<file path="src/rtl/instr_fetch_unit.sv">
// Instruction fetch buffer: issues PC-tagged fetches to memory, buffers up to DEPTH of them
// and hands them to decode in order; a redirect flushes buffered and in-flight fetches.
module instr_fetch_unit #(
  parameter int DEPTH  = 4,
  parameter int ADDR_W = 32,
  parameter int DATA_W = 32
) (
  input  logic              clk,
  input  logic              rst,
  input  logic [ADDR_W-1:0] pcAddr,
  input  logic              pcValid,
  output logic              pcReady,
  input  logic              redirect,
  output logic              memReqValid,
  output logic [ADDR_W-1:0] memReqAddr,
  input  logic              memReqReady,
  input  logic              memRspValid,
  input  logic [DATA_W-1:0] memRspData,
  output logic              instrValid,
  output logic [DATA_W-1:0] instr,
  output logic [ADDR_W-1:0] instrPc,
  input  logic              instrReady,
  output logic              errFlag
);
  localparam int IDX_W = $clog2(DEPTH);
  localparam int PTR_W = IDX_W + 1;

  logic [PTR_W-1:0]  r_wrPtr, r_rspPtr, r_rdPtr;
  logic [PTR_W-1:0]  r_inflight, r_dropCnt;
  logic [ADDR_W-1:0] r_addr [DEPTH];
  logic [DATA_W-1:0] r_data [DEPTH];
  logic [DEPTH-1:0]  r_filled;
  logic              r_errFlag;

  logic [IDX_W-1:0]  w_wrIdx, w_rspIdx, w_rdIdx;
  logic [PTR_W-1:0]  w_used;
  logic [PTR_W:0]    w_occ;
  logic              w_credit, w_reqFire, w_rspFire, w_rspErr, w_pop;

  assign w_wrIdx  = r_wrPtr[IDX_W-1:0];
  assign w_rspIdx = r_rspPtr[IDX_W-1:0];
  assign w_rdIdx  = r_rdPtr[IDX_W-1:0];
  assign w_used   = r_wrPtr - r_rdPtr;
  // Responses still to be dropped hold a credit until they come back.
  assign w_occ    = {1'b0, w_used} + {1'b0, r_dropCnt};
  assign w_credit = w_occ < (PTR_W+1)'(DEPTH);

  assign memReqValid = pcValid && w_credit && !redirect;
  assign memReqAddr  = pcAddr;
  assign pcReady     = memReqReady && w_credit && !redirect;

  assign w_reqFire = pcValid && pcReady;
  assign w_rspFire = memRspValid && (r_inflight != '0);
  assign w_rspErr  = memRspValid && (r_inflight == '0);

  assign instrValid = r_filled[w_rdIdx] && (w_used != '0);
  assign instr      = r_data[w_rdIdx];
  assign instrPc    = r_addr[w_rdIdx];
  assign w_pop      = instrValid && instrReady && !redirect;
  assign errFlag    = r_errFlag;

  always_ff @(posedge clk) begin
    if (!rst) begin
      r_wrPtr    <= '0;
      r_rspPtr   <= '0;
      r_rdPtr    <= '0;
      r_inflight <= '0;
      r_dropCnt  <= '0;
      r_filled   <= '0;
      r_errFlag  <= 1'b0;
      for (int i = 0; i < DEPTH; i++) begin
        r_addr[i] <= '0;
        r_data[i] <= '0;
      end
    end else begin
      if (w_rspErr) r_errFlag <= 1'b1;
      r_inflight <= r_inflight + PTR_W'(w_reqFire) - PTR_W'(w_rspFire);
      if (redirect) begin
        // Everything still outstanding, minus a response landing now, must be discarded.
        r_wrPtr   <= '0;
        r_rspPtr  <= '0;
        r_rdPtr   <= '0;
        r_filled  <= '0;
        r_dropCnt <= r_inflight - PTR_W'(w_rspFire);
      end else begin
        if (w_reqFire) begin
          r_addr[w_wrIdx]   <= pcAddr;
          r_filled[w_wrIdx] <= 1'b0;
          r_wrPtr           <= r_wrPtr + 1'b1;
        end
        if (w_rspFire) begin
          if (r_dropCnt != '0) begin
            r_dropCnt <= r_dropCnt - 1'b1;
          end else begin
            r_data[w_rspIdx]   <= memRspData;
            r_filled[w_rspIdx] <= 1'b1;
            r_rspPtr           <= r_rspPtr + 1'b1;
          end
        end
        if (w_pop) begin
          r_filled[w_rdIdx] <= 1'b0;
          r_rdPtr           <= r_rdPtr + 1'b1;
        end
      end
    end
  end
endmodule

</file>
<file path="config.mk">
export PLATFORM = sky130hd
export DESIGN_NAME = instr_fetch_unit
export DESIGN_NICKNAME = d
export VERILOG_FILES = /design/src/rtl/instr_fetch_unit.sv
export SDC_FILE = /design/constraint.sdc
export NUM_CORES = 1
export LEC_CHECK = 0
export BUFFER_PORTS_ARGS = -buffer_cell sky130_fd_sc_hd__buf_2
export CORE_MARGIN = 1
export CORE_UTILIZATION = 52
export DETAILED_ROUTE_END_ITERATION = 10
export PLACE_DENSITY = 0.75
export SYNTH_ARGS = -nofsm -noshare
export SYNTH_HDL_FRONTEND = slang
export SYNTH_SLANG_ARGS = --single-unit
</file>
<file path="constraint.sdc">
create_clock -name clk -period 5.1 [get_ports clk]
set_input_delay 0 -clock clk [delete_from_list [all_inputs] [get_ports clk]]
set_output_delay 0 -clock clk [all_outputs]
set_load 0.005 [all_outputs]
</file>
After elaboration in Yosys (flattened, before gate mapping)
Memories as Yosys holds them, arrays and structs flattened. A register that Yosys moved wholly into a read port is not among the register bits. Index checks and enable logic that the tools add are counted.

Memory bits (writable): 256. Memories: 2. Logic and storage cells: 96. Register bits: 20.

Bitwise operators: 7. Add/sub/neg operators: 9. Magnitude comparators: 7. Reduce and logical (&&, ||, !) cells: 25. Muxes and demuxes: 39.

Memory list: r_addr (words 4, width 32, read ports 1, clocked after Yosys merged registers in 1, wr ports 4, line 30) `logic [ADDR_W-1:0] r_addr [DEPTH];`; r_data (words 4, width 32, read ports 1, clocked after Yosys merged registers in 1, wr ports 4, line 31) `logic [DATA_W-1:0] r_data [DEPTH];`.

Operator list (number): 32-bit 2-to-1 mux (2); 32-bit OR reduction (2); 4-bit 2-to-1 mux (8); 1-bit 2-to-1 mux (16); 1-bit logical AND (13); 2-bit 2-to-1 mux (6); 3-bit by 1-bit adder with 3-bit output (second input constant) (3); 2-bit by 3-bit < comparator with 1-bit output (second input constant) (3); 3-bit 2-to-1 mux (3); 3-bit nonzero test (3); 4-bit bitwise AND (2); 4-bit NOT (2); 1-bit demux with 2-bit select (3); 2-bit by 1-bit >= comparator with 1-bit output (second input constant) (3); 3-bit by 1-bit subtractor with 3-bit output (2); 3-bit by 3-bit adder with 4-bit output (1); 4-bit by 3-bit < comparator with 1-bit output (second input constant) (1); 4-bit bitwise OR (1); 2-bit AND reduction (2); 2-bit nonzero test (2); 3-bit by 1-bit adder with 3-bit output (1); 3-bit logical NOT (1); 3-bit by 1-bit subtractor with 3-bit output (second input constant) (1); 3-bit subtractor (1); 4 further kinds (5).

Logic depth before layout (Yosys ltp)
Depth after elaboration: 16. Gate-level depth with buffers: 17.

Least setup slack after synthesis
Ideal clock, no wire load.

Path kind: register to register. Start: register r_wrPtr[0]. End: memory r_addr[3][0] (enable). Data arrival time: 4787 ps. Library setup time: 470 ps. Buffers on the path: 1. Slack: -157 ps. Period minus slack after synthesis: 5257 ps. Data required time: 4630 ps. Cell stages (with the launch flop): 11. Cell sequence: dfxtp_1 -> inv_1 -> ha_1 -> inv_1 -> fa_1 -> xnor3_1 -> ha_1 -> nor4_4 -> nand4_4 -> buf_2 -> o31ai_1.

RTL lines: start, declared (line 28) `logic [PTR_W-1:0] r_wrPtr, r_rspPtr, r_rdPtr;`; start signal, assigned (line 89) `r_wrPtr <= r_wrPtr + 1'b1;`; end, declared (line 30).

==> impl_metrics.ini <==
[timing]
worst_pin_slew_ns = 1.04
finalSetupViolCount = 0
finalCritPeriodShare_pct = 79.4
fmax_mhz = 247
rsz0062_at_grt = no
drv_slew = 0
hold_viol = 0
slew_headroom_pct = 30.7
finalClockSkew_ns = 0.0137
min_period_ns = 4.05
setup_tns_ns = 0

[logic_synthesis]
synth_area_leaders = edfxtp_1 (61%), and2_1 (13%), mux4_2 (12%)
synth_warnings = 0
synth_edf_count = 256
avgSynthCellArea_um2 = 15.7
yosysTopAreaCellShare_pct = 61.0
yosysUniqueCellTypes = 41
synthFlopType = edfxtp_1
synth_top_cell_by_area = edfxtp_1
syn_area_mm2 = 0.0126
yosys_register_bits = 277
synthCells = 801
yosysSeqAreaShare_pct = 64.3
synth_fp_nets = 895
ys_async_sr_fraction_pct = 0

[setup_path]
cp_max_fo = 33
slowest_stage = nand2b_1
crit_path_cell_trace = inv_1, ha_1, inv_1, fa_1, xnor3_1, ha_1, nor4_4, nand4_4, nor4_4, buf_4, nand2b_1, buf_12
setup.worst_path.end_class = flip-flop
start_kind = flip-flop
crit_type = flip-flop to flip-flop
cp.arrival_ns = 4.27
rrSetupSlack_ns = 1.05
crit_buf_inv = 4
max_stage_delay_ns = 0.41
crit_family = simple AND/OR/NAND/NOR gates
required_ns = 5.32

[die]
core_area_mm2 = 0.0236
start_util_pct = 53.4
die_w_um = 158
fp.dieArea_mm2 = 0.0249
die_y_um = 158
ioPinCount = 171
num_rows = 56

[detailed_routing]
viasPerCell = 5.29
drc = 0
drt_first_pass_iters = 5
postRouteAntennaNets = 0
drt_iter0_drc = 509
vias = 7127
finalWirelength_um = 25200
wl_per_cell_um = 18.7

[final_layout]
antenna_cells = 0
nets = 1103
drive_gt1_share_pct = 29.2
areaGrowthSynthToFinish_pct = 19.7
instances_no_fill = 1348

[power]
swShare_pct = 22.1
p_int_mw = 3.93
comb_power_share_pct = 9.7
p_seq_share_pct = 52.8
p_per_area_mw_per_mm2 = 334
clkPwrFrac_pct = 37.5
vdd_drop_max_uv = 305
p_leak_nw = 5.88
p_sw_mw = 1.12

[grt]
grt_max_degree = 65
grt_pass1_wl_um = 39400
grt_usage_pct = 20.8
grt_antenna_before_repair = 0
grt_overflow_total = 0
grt_pass1_vias = 7360

[clocking]
cts_resized = 0
clock_path_buffers = 3
clock-sinks = 277
clk_pin_slew_ns = 0.06
cts_buffers = 29
worstSkewPairLatency_ns = 0.54
cts_root_buffer = clkbuf_16
cts_tree = yes
h-tree-depth = 1

[placement]
dp_hpwl_um = 14900
placedCellCount = 1229
port_buffers = 170
gp_congestion = 0.749

[run]
cap_violations = 0

[hold_path]
min-delay-path-class = input port to flip-flop

[status]
status = finished clean
routing by layer:
layer	global-route usage [%]	up-vias	routed length, µm
met5	0	-	0
met4	6.47	0	571
met3	3.18	39	1170
met2	35.4	179	13000
met1	27.6	3603	10500
li1	-	3306	-
per-stage QoR:
stage | util [%] | instance area (µm²) | hold WS (ns) | setup WS, ns | total power, mW
after floorplan | - | 12600 | 0.0808 | 0.819 | 2.98
after global placement | 57.5 | 13600 | 0.219 | 1.16 | 3.14
after detailed placement | 57.5 | 13600 | 0.222 | 1.02 | 3.16
after CTS | 63.9 | 15100 | 0.0250 | 1.04 | 5.08
after global routing | 63.9 | 15100 | 0.0594 | 0.793 | 5.24
final | 63.9 | 15100 | 0.0562 | 1.05 | 5.04
power by group through the flow:
stage          sequential, mW  combinational, mW  clock, mW
4_1_cts                  2.66              0.495       1.92
6_report                 2.66              0.489       1.89
3_3_place_gp             2.71              0.440          0
3_5_place_dp             2.71              0.450          0
5_1_grt                  2.67              0.549       2.02
2_1_floorplan            2.69              0.290          0
synthesized netlist by cell type (all sizes together), types with 2 or more instances:
master,count
nand2,9
buf,46
nor3,2
and2,257
nand2b,6
edfxtp,256
and3,6
fa,2
o211ai,4
dfxtp,21
or3,2
xnor2,7
o21ai,3
clkbuf,29
ha,21
mux2i,3
mux4,65
inv,20
nor4,3
nor2b,2
nor2,13
a21oi,5
a22oi,4
o31ai,3
timing repair:
item | in CTS | in global routing
hold buffers | 68 | 0
buffers inserted | 0 | 0
hold endpoints to repair | 264 | 0
layout by cell type, fill, tap and decap left out, types with 4 or more instances in the layout:
master and instances:
a21oi_1 5, a22oi_1 4, and2_1 257, and3_1 5
buf_2 170, buf_4 13, clkbuf_1 4, clkbuf_16 29
clkinv_1 11, clkinv_2 6, dfxtp_1 19, dlygate4sd3_1 68
edfxtp_1 256, ha_1 21, inv_1 20, mux4_2 65
nand2_1 9, nor2_1 12, o211ai_1 4, xnor2_1 7
cells by family after synthesis:
logic type	Yosys count	share of synthesized area, %
mux	68	11.8
buf+inv	95	4.09
xor+xnor	9	0.734
flops	277	64.3
simple gates	305	15.3
compound gates	24	1.34
fa+ha+maj	23	2.40
layout make-up:
cell class | count | area [µm²]
Clock buffer | 33 | 741
Multi-Input combinational cell | 429 | 4020
Tap cell | 319 | 399
Inverter | 20 | 75.1
Timing Repair Buffer | 252 | 1650
Fill cell | 1728 | 8510
Sequential cell | 277 | 8120
Clock inverter | 18 | 101
worst paths after layout:
check	depth (start not counted)	startpoint	to
min reg2reg	2	errFlag$_SDFFE_PN0P_	errFlag$_SDFFE_PN0P_
max	12	r_wrPtr[0]$_SDFFE_PP0N_	r_addr[1][6]$_SDFFCE_PN0P_
min	4	pcValid	r_wrPtr[0]$_SDFFE_PP0N_
max reg2reg	12	r_wrPtr[0]$_SDFFE_PP0N_	r_addr[1][6]$_SDFFCE_PN0P_
state kept, by name, summed over array words and instances (netlist names), named ones only:
signal / cells
r_data: 128
r_rspPtr: 2
r_addr: 128
errFlag: 1
r_rdPtr: 3
r_wrPtr: 3
r_filled: 4
r_inflight: 3
r_dropCnt: 3
worst register-to-register path, cell delays in order, from the launching register on:
cell	delay [ns]
dfxtp_1	0.36
inv_1	0.29
ha_1	0.20
inv_1	0.05
fa_1	0.36
xnor3_1	0.23
ha_1	0.32
nor4_4	0.30
nand4_4	0.36
nor4_4	0.25
buf_4	0.34
nand2b_1	0.43
buf_12	0.24
Power figures use the tool's default switching activity.
